**config.mk**
```make
export PLATFORM = sky130hd
export DESIGN_NAME = fetch_stage
export DESIGN_NICKNAME = d
export VERILOG_FILES = /design/src/rtl/fetch_stage.sv
export SDC_FILE = /design/constraint.sdc
export NUM_CORES = 1
export LEC_CHECK = 0
export CORE_ASPECT_RATIO = 0.6
export CORE_MARGIN = 2
export CORE_UTILIZATION = 39
export CTS_CLUSTER_SIZE = 40
export DETAILED_ROUTE_END_ITERATION = 10
export PLACE_DENSITY = 0.85
export SKIP_CTS_REPAIR_TIMING = 1
export SLEW_MARGIN = 40
export SYNTH_ARGS = -nofsm -noshare
export SYNTH_HDL_FRONTEND = slang
export SYNTH_SLANG_ARGS = --single-unit
export TNS_END_PERCENT = 100
```
**constraint.sdc**
```tcl
create_clock -name CLK -period 3.2 [get_ports CLK]
set_input_delay 0.64 -clock CLK [delete_from_list [all_inputs] [get_ports CLK]]
set_output_delay 0.64 -clock CLK [all_outputs]
set_load 0.05 [all_outputs]
```
**src/rtl/fetch_stage.sv**
```systemverilog
// Instruction-fetch stage of the 5-stage MIPS pipeline.
// Holds the PC, forms PC+4 and the jump target, selects the next PC from
// the sequential / branch / jump sources returned by decode, and carries
// the IF/ID pipeline register (InstrD, PCPlus4D, ValidD) into decode.
// PCF and all IF/ID outputs come straight from flops, so there is no
// combinational path from InstrF or the redirect inputs to any output.
module fetch_stage #(
    parameter int unsigned      PC_width     = 32,
    parameter int unsigned      Instr_width  = 32,
    parameter int unsigned      PCSrcD_width = 2,
    parameter logic [PC_width-1:0] RESET_PC  = 32'h0000_0000
) (
    input  logic                    CLK,
    input  logic                    RST,
    input  logic [Instr_width-1:0]  InstrF,
    input  logic [PCSrcD_width-1:0] PCSrcD,
    input  logic [PC_width-1:0]     PCBranchD,
    input  logic [25:0]             JumpInstrD,
    input  logic                    StallF,
    input  logic                    StallD,
    input  logic                    FlushD,
    output logic [PC_width-1:0]     PCF,
    output logic [Instr_width-1:0]  InstrD,
    output logic [PC_width-1:0]     PCPlus4D,
    output logic                    ValidD
);

    // PCSrcD bit positions: {jump, taken branch}
    localparam int unsigned SEL_JUMP   = 1;
    localparam int unsigned SEL_BRANCH = 0;

    // ---- stage p0: fetch (PC register, PC+4, next-PC selection) ----
    logic [PC_width-1:0] pc_plus4_p0;
    logic [PC_width-1:0] jump_target_p0;
    logic [PC_width-1:0] pc_next_p0;

    // PC+4 wraps modulo 2^PC_width; the carry out is intentionally dropped.
    assign pc_plus4_p0 = PCF + PC_width'(4);

    // Jump target keeps the top region bits of the jump's own PC+4 (in decode).
    assign jump_target_p0 = {PCPlus4D[PC_width-1:28], JumpInstrD, 2'b00};

    // Next-PC mux: jump outranks branch, sequential is the default.
    always_comb begin
        pc_next_p0 = pc_plus4_p0;
        if (PCSrcD[SEL_JUMP]) begin
            pc_next_p0 = jump_target_p0;
        end else if (PCSrcD[SEL_BRANCH]) begin
            pc_next_p0 = PCBranchD;
        end
    end

    // PC register: a fetch stall freezes the PC even when a redirect is pending.
    always_ff @(posedge CLK or posedge RST) begin
        if (RST) begin
            PCF <= RESET_PC;
        end else if (!StallF) begin
            PCF <= pc_next_p0;
        end
    end

    // ---- stage p1: IF/ID register feeding decode ----
    // IF/ID update: stall holds (decode's branch outcome is not yet valid, so
    // it must beat flush), flush inserts a nop bubble, otherwise capture fetch.
    always_ff @(posedge CLK or posedge RST) begin
        if (RST) begin
            InstrD   <= '0;
            PCPlus4D <= '0;
            ValidD   <= 1'b0;
        end else if (StallD) begin
            InstrD   <= InstrD;
            PCPlus4D <= PCPlus4D;
            ValidD   <= ValidD;
        end else if (FlushD) begin
            InstrD   <= '0;
            PCPlus4D <= '0;
            ValidD   <= 1'b0;
        end else begin
            InstrD   <= InstrF;
            PCPlus4D <= pc_plus4_p0;
            ValidD   <= 1'b1;
        end
    end

endmodule

```
==> flow_summary.toml <==
[status]
status = "finished, final reports clean"

[yosys]
synthCells = 479
netlist.area_leader.share_pct = 50.7
ys_types = 45
synth_simple_gate_area_share_pct = 14.3
async_reset_ff_share_pct = 100
synth_xor_area_share_pct = 4.58
seq_area_frac_synth_pct = 50.7
synth_nets = 577
ys_seq_elements = 97
syn_avg_cell_area_um2 = 9.99
syn_area_um2 = 4780
synth_edf_count = 0
synth_warnings = 0
synth_flop_cell = "dfrtp_1"
synth_area_leaders = "dfrtp_1, a22o_1, xnor2_1, a21oi_1, nand2_1"
yosys.area.top_type = "dfrtp_1"
synth_top_family_by_area = "compound AO/OA/AOI/OAI gates"
synthMuxAreaShare_pct = 0.209
synth_fa_ha_area_share_pct = 0.262
synth_compound_area_share_pct = 25.6

[routing]
drc_errors = 0
drtPass1Iterations = 5
wl_um = 15800
drt_iter0_drc = 354
vias = 4684
vias_per_cell = 5.66
routedWlPerCell_um = 19.1
antenna_left = 0

[clocking]
h-tree-depth = 3
cts_sinks = 97
cts_buffers = 9
clock_path_buffers = 2
cts-root-buf = "clkbuf_16"
insertion_delay_ns = 0.34
cts_tree = "built"
clk_pin_slew_worst_paths_ns = 0.07

[floorplan]
core_area_um2 = 12000
core.rowCount = 31
die_area_um2 = 13200
die_w_um = 147
die_h_um = 89.8
start_util_pct = 39.8
pin_count = 194

[global_routing]
grt_max_degree = 60
grt_pass1_wl_um = 24800
gr-usage-met2_pct = 38.1
grt-ovfl-total = 0
gr-usage-all-layers_pct = 23.7
antenna_found_initial = 0
grtUsageMet3_pct = 6.60
use_met1_pct = 32.7
grt_pass1_vias = 4574
grt_busiest_layer = "met2"

[final_layout]
nets = 756
multi_input_area_um2 = 2160
num_antenna_cells = 0
most-common-layout-cells = "clkdlybuf4s50_1, dfrtp_1, nand2_1"
fillCellCount = 1002
post-route-util_pct = 59.9
syn2layout_area_growth_pct = 50.5
layout.area.seq_um2 = 2430
drive_above_1_share_pct = 6.79
final_common_cell = "clkdlybuf4s50_1"

[place]
gp_congestion = 0.912
dp_hpwl_um = 11500
portBuffers = 193

[sta]
finalHoldViolations = 0
tightest_slew_ns = 0.664
relSlewSlack_pct = 55.7
grt_setup_unrepaired = "false"
tns_ns = 0
drv_slew = 0
setup_viol = 0
fin_crit_sh_pct = 79.5
layout_min_cycle_time_ns = 2.54
max_freq_ghz = 0.393
skew_ns = 0.00621

[power]
ir_worst_vdd_v = 0.000280
p_per_area_nw_per_um2 = 529
p_leak_nw = 2.94

[worst_setup_path]
path_max_fanout = 8
critPathArrivalTime_ns = 2.80
worstPathRequired_ns = 3.46
cp_cell_sequence = "ha_1 > nand3_2 > nor2_1 > nand3_1 > o31a_1 > o22ai_1"
endpoint_kind = "flop"
slowest_stage = "nor2_1"
path_class = "flop to flop"
slowest_delay_ns = 0.58
cp_num_buf_inv = 0
critPathLaunchType = "flop"
path_delay_family = "simple AND/OR/NAND/NOR gates"

[run]
max-cap-violations = 0

[min_path]
hold_class = "flop to flop"
[logic make-up (layout without fill, tap and decap cells)]
logic type               count (synthesis)  after routing
AO/OA/AOI/OAI                          173            173
XOR/XNOR                                25             25
adder cells (fa/ha/maj)                  1              1
buffers and inverters                   55            239
flip-flops                              97             97
multiplexers                             1              1
AND/OR/NAND/NOR                        127            127
[stage by stage]
| step | setup WS [ns] | total power, mW | hold WS, ns | cell area, µm² | std cells |
|---|---|---|---|---|---|
| 2_1_floorplan | 0.0263 | 2.22 | 0.760 | 4780 | 479 |
| 3_3_place_gp | 0.775 | 2.70 | 0.473 | 6870 | 811 |
| 3_5_place_dp | 0.736 | 2.73 | 0.478 | 6900 | 812 |
| 4_1_cts | 0.756 | 3.84 | 0.493 | 7200 | 828 |
| 5_1_grt | 0.528 | 3.96 | 0.531 | 7200 | 828 |
| 6_report | 0.656 | 3.81 | 0.496 | 7200 | 828 |
[worst register-to-register path, delay by kind of cell (launching register included)]
family	cells	cell delay [ns]
adder cells (fa/ha/maj)	1	0.32
AO/OA/AOI/OAI	2	0.52
flip-flops	1	0.51
AND/OR/NAND/NOR	3	1.11
[per-layer routing]
metal	part of all wire, %	vias up	wire length [µm]
met5	0	-	0
met4	0.51	0	81
met3	8.9	11	1410
met2	46	250	7250
met1	45	2291	7050
li1	-	2132	-
[where the power goes]
part / switching, mW / internal (mW) / leakage [nW] / total (mW)
Sequential: 0.147 / 1.35 / 1.25 / 1.50
Combinational: 0.750 / 0.462 / 1.53 / 1.21
Clock: 0.474 / 0.630 / 0.153 / 1.10
Total: 1.37 / 2.44 / 2.94 / 3.81
[worst paths after layout]
path / startpoint / end / slack, ns / depth (start not counted)
setup / recovery: PCF[2] / PCF[16] / 0.66 / 6
hold / removal: PCPlus4D[10] / PCPlus4D[10] / 0.50 / 2
setup reg to reg: PCF[2] / PCF[16] / 0.66 / 6
hold reg to reg: PCPlus4D[10] / PCPlus4D[10] / 0.50 / 2
max in group asynchronous: RST / PCPlus4D[6] / 1.74 / 3
min in group asynchronous: RST / InstrD[22] / 0.74 / 2
[final cells by class]
type                            instances  share of cell area (%)
Clock inverter                          6                   0.921
Multi-Input combinational cell        327                    30.0
Clock buffer                           10                    3.32
Timing Repair Buffer                  206                    28.3
Inverter                               17                   0.921
Tap cell                              165                    2.87
Sequential cell                        97                    33.7
[cells in the mapped netlist, drive strengths merged (6+ instances only)]
| master | count |
|---|---|
| a22o | 38 |
| xnor2 | 22 |
| a21oi | 30 |
| nand3 | 23 |
| nor3 | 6 |
| dfrtp | 97 |
| o21ai | 29 |
| nand2 | 40 |
| clkbuf | 34 |
| o22ai | 13 |
| nor2 | 21 |
| o31ai | 16 |
| inv | 17 |
| nor2b | 6 |
| nand4 | 8 |
| a22oi | 16 |
| o31a | 15 |
[state kept, by name, indices dropped and copies added (netlist names)]
signal and cells:
InstrD 32, PCF 32, PCPlus4D 32, ValidD 1
(Power assumes the default switching activity.)
==> RTL change 1: new RTL, config.mk and constraints unchanged <==
Reset style: synchronous (`RST`), changed in 2 clocked blocks.
--- a/src/rtl/fetch_stage.sv
+++ b/src/rtl/fetch_stage.sv
@@ -51,7 +51,7 @@
     end
 
     // PC register: a fetch stall freezes the PC even when a redirect is pending.
-    always_ff @(posedge CLK or posedge RST) begin
+    always_ff @(posedge CLK) begin
         if (RST) begin
             PCF <= RESET_PC;
         end else if (!StallF) begin
@@ -62,7 +62,7 @@
     // ---- stage p1: IF/ID register feeding decode ----
     // IF/ID update: stall holds (decode's branch outcome is not yet valid, so
     // it must beat flush), flush inserts a nop bubble, otherwise capture fetch.
-    always_ff @(posedge CLK or posedge RST) begin
+    always_ff @(posedge CLK) begin
         if (RST) begin
             InstrD   <= '0;
             PCPlus4D <= '0;
Check against the original RTL: differs if RST is asserted again (counterexample within 4 cycles, from zero or initial values and one cycle with RST high); with RST held inactive, the same outputs for 10 cycles.
==> RTL change 1 against the unedited design <==
- design area decreased by 2.2%
- via count grew 8.8%
- die area is 3.1% lower
- total power decreased by 15%
- fmax shrank 1.1%
- sequential power decreased by 12%
- non-clock buffer count unchanged
- wire length is 6.0% higher
- critical path depth is 1 lower
- sequential cell count unchanged
- synthesized area fell by 3.2%
- setup slack lost 29 ps
- combinational power down 47%
- largest power group unchanged
- highest routed layer unchanged
==> RTL change 1: results (changes against the unedited design) <==
* Status: completed
* Post-synth top cells: 97 x dfxtp_1, 67 x nor2_1, 47 x a22oi_1
* Critical path launch point: PCF[11]
* Hpwl dp at 12.3 mm (+6.3%)
* Met3 WL post-DR at 1.96 mm (+40%)
* R2R setup slack at 630 ps (-30 ps)
* Routed WL at 16.7 mm (+6.0%)
* Share of flip-flops with an asynchronous set or reset at 0 (-1.00)
* Hold worst-path end: PCPlus4D[25]
* Hold_sp: PCPlus4D[25]
* Post-synthesis sequential area ratio at 0.419 (-0.0882)
* Worst Hold Depth at 1 (-1)
* Yosys cell types at 55 (+22%)
* Clock Power Share at 0.392 (+0.102)
* Peak VDD IR at 278 uV (-0.86%)
* FILL cells at 990 (-1.2%)
* Reg2reg end: PCF[27]
* Met3 usage at 0.0801 (+0.0141)
* Grt met1 use at 0.360 (+0.0325)
* Worst-margin pin slew at 893 ps (+229 ps)
* Dpl ws at 733 ps (-2.74 ps)
* CP max stage cell: nor4_4
* Combinational group share of total power at 0.199 (-0.119)
* DR iter-0 viols at 446 (+26%)
* Final-stage net count at 818 (+8.2%)
* Top post-synthesis cells by area: dfxtp_1 42%, a22oi_1 7.6%, nor2_1 5.4%
* Sequential cell area at 1940 um2 (-20%)
* GRT Total Usage at 0.263 (+0.0258)
* R2R depth at 5 (-1)
* Non-clock inverter total of the final layout at 18 (+1)
* Largest net degree at the start of global routing at 44 (-27%)
* CP max stage delay at 850 ps (+270 ps)
* Mapped Nets at 647 (+12%)
* Avg Vias per Cell at 5.76 (+1.7%)
* Comb_multi_in at 388 (+19%)
* Signal buf overhead at 0.288 (+0.00532)
* Met2 wire length at 7.21 mm (-0.55%)
* Static leakage power at 2.52 nW (-14%)
* Met2 Usage GRT at 0.405 (+0.0235)
* DRT met1 WL at 7.32 mm (+3.8%)
[RTL change 1: cell types whose count changed after synthesis, moves of 7 or more]
cell     delta
nor2_1     +47
o31a_1     -12
dfxtp_1    +97
nor4_1      +9
o22ai_1     -7
and3_1      +7
nand2_1    -10
a22oi_1    +31
dfrtp_1    -97
a22o_1     -11
o31ai_1    -12
[RTL change 1: kinds of logic after synthesis]
| family | after synthesis | share of synthesized area |
|---|---|---|
| buffers and inverters | 64 | 0.0540 |
| adders and majority gates | 1 | 0.00270 |
| xor gates and xnor gates | 25 | 0.0473 |
| and+or+nand+nor | 177 | 0.195 |
| DFF | 97 | 0.419 |
| muxes | 4 | 0.00864 |
| AOI/OAI and AO/OA | 181 | 0.273 |
[RTL change 1: stage by stage]
stage               power (mW)  hold WS (ps)  area, um2  std cells
floorplan                 1.70           686       4630        549
global placement          1.98           460       6690        869
detailed placement        1.99           464       6690        869
CTS                       3.25           486       7040        885
global route              3.35           500       7040        885
finish                    3.24           478       7040        885
==> RTL change 2: new RTL, same flow settings <==
Without the edit above. `Instr_width`: 32 -> 24.
--- a/src/rtl/fetch_stage.sv
+++ b/src/rtl/fetch_stage.sv
@@ -6,7 +6,7 @@
 // combinational path from InstrF or the redirect inputs to any output.
 module fetch_stage #(
     parameter int unsigned      PC_width     = 32,
-    parameter int unsigned      Instr_width  = 32,
+    parameter int unsigned      Instr_width  = 24,
     parameter int unsigned      PCSrcD_width = 2,
     parameter logic [PC_width-1:0] RESET_PC  = 32'h0000_0000
 ) (
Interface: changed (resized InstrD and InstrF); port bits go from 194 to 178. The function was not compared with the original's and may differ.
==> RTL change 2 against the unedited design <==
- total power is 0.43% lower
- sequential cell count is 8 lower
- synthesized area is 0.78% lower
- setup slack better by 28 ps
- design area is 3.3% lower
- sequential share of layout area is 1.7 points lower
- final cell count is 0.12% higher
- synthesized cell count is 6.7% higher
- wire length is 1.4% higher
- critical endpoint is now PCF[22]
==> RTL change 2: results (changes against the unedited design) <==
* Met3 WL post-DR at 1.71 mm (+21%)
* Wire per inst at 19.3 um (+1.3%)
* Port bufs at 177 (-8.3%)
* Dpl ws at 423 ps (-312 ps)
* Worst EP arrival at 2750 ps (-50 ps)
* Initial antenna violation count at 0 (unchanged)
* CTS root buf: clkbuf_16
* Hpwl dp at 11.1 mm (-4.2%)
* CP max stage cell: or4_1
* Antenna cell count at 0 (unchanged)
* First-pass GRT wire length at 25.0 mm (+0.64%)
* Placed cell areas at 6620 um2 (-4.0%)
* Largest net degree at the start of global routing at 61 (+1.7%)
* Min-Delay Path Class: reg2reg
* DRT met1 WL at 6.88 mm (-2.4%)
* Top sig layer: met4
* Met2 wire length at 7.23 mm (-0.29%)
* Yosys cell types at 53 (+18%)
* Mapped Nets at 601 (+4.2%)
* Regs by FF count: PCF x32, PCPlus4D x32, InstrD x24
* Drt first pass iters at 5 (unchanged)
* DR iter-0 viols at 519 (+47%)
* Avg Vias per Cell at 5.87 (+3.8%)
* H-tree depth at 3 (unchanged)
* Top post-synthesis cells by area: dfrtp_1 47%, a22o_1 5.9%, nand2_1 5.0%
* Dpl cells at 814 (+0.25%)
* FILL cells at 974 (-2.8%)
* Clk buf depth at 2 (unchanged)
* Setup Skew at 5.33 ps (-0.888 ps)
* CP delay by family, top: simple AND/OR/NAND/NOR gates
* Setup TNS at 0 ps (unchanged)
* Post-route core utilization at 0.583 (-0.0162)
* Reg clk slew, reported paths at 60 ps
* Post-synthesis sequential area ratio at 0.469 (-0.0382)
* Ratio of cells with drive above 1 in the final layout at 0.0617 (-0.00613)
* CTS Buf Count at 9 (unchanged)
* Share of flip-flops with an asynchronous set or reset at 1.00 (unchanged)
* Final-stage net count at 750 (-0.79%)
* CP max stage delay at 740 ps (+160 ps)
* Static leakage power at 2.84 nW (-3.3%)
* Via Count at 4867 (+3.9%)
* Worst-Skew Late Latency at 340 ps (about the same)
* Status: completed
* Vias in the first global route at 4672 (+2.1%)
* Hold_sp: PCPlus4D[23]
* GRT Total Usage at 0.245 (+0.00841)
* Peak VDD IR at 237 uV (-15%)
* Ys flop type: dfrtp_1
* GPL Wtd Cong at 0.916 (+0.48%)
* Synth Warn # at 0 (unchanged)
* Syn Area/Cell at 9.29 um2 (-7.0%)
* RR Startpoint: PCF[2]
* Post-synth top cells: 89 x dfrtp_1, 63 x nand2_1, 36 x clkbuf_1, 36 x o21ai_0, 32 x a22o_1
* Worst-margin pin slew at 783 ps (+119 ps)
* CP max FO at 10 (+2)
* Worst Setup Path Type: reg2reg
==> RTL change 2: worst register-to-register path: stages, from the launching register on <==
cell and delay, ps:
dfrtp_1 490, ha_1 330, nand3_4 180, or4_1 740
o311a_1 400, a211o_1 260
==> RTL change 2: per-layer routing <==
layer | track usage | vias to the layer above
met5 | 0 | -
met4 | 0.0618 | 0
met3 | 0.0878 | 16
met2 | 0.395 | 250
met1 | 0.321 | 2362
li1 | - | 2239
==> RTL change 2: logic make-up after synthesis <==
kind of cell / after synthesis / share of synthesized area
xor gates and xnor gates: 11 / 0.0203
buffers and inverters: 62 / 0.0524
and+or+nand+nor: 175 / 0.185
DFF: 89 / 0.469
adders and majority gates: 1 / 0.00264
AOI/OAI and AO/OA: 172 / 0.268
muxes: 1 / 0.00211
==> RTL change 2: layout make-up <==
type                       count  area share
tap                          165      0.0296
timing repair buffer         188       0.267
clock buffer                   9      0.0323
clock inverter                 6      0.0155
multi-input combinational    360       0.329
sequential                    89       0.320
inverter                      12     0.00665
==> RTL change 2: power breakdown <==
| group | switching, mW | total [mW] | leakage (nW) | internal [mW] |
|---|---|---|---|---|
| registers | 0.171 | 1.42 | 1.14 | 1.25 |
| clock network | 0.429 | 1.18 | 0.161 | 0.755 |
| logic | 0.742 | 1.19 | 1.54 | 0.451 |
==> RTL change 2: worst paths after layout <==
| path | to | slack [ps] | depth (start not counted) |
|---|---|---|---|
| max in group asynchronous | PCF[10] | 1830 | 3 |
| min in group asynchronous | PCPlus4D[6] | 660 | 2 |
| setup reg to reg | PCF[22] | 680 | 5 |
| hold / removal | PCPlus4D[23] | 480 | 2 |
| hold reg to reg | PCPlus4D[23] | 480 | 2 |
| setup / recovery | PCF[22] | 680 | 5 |
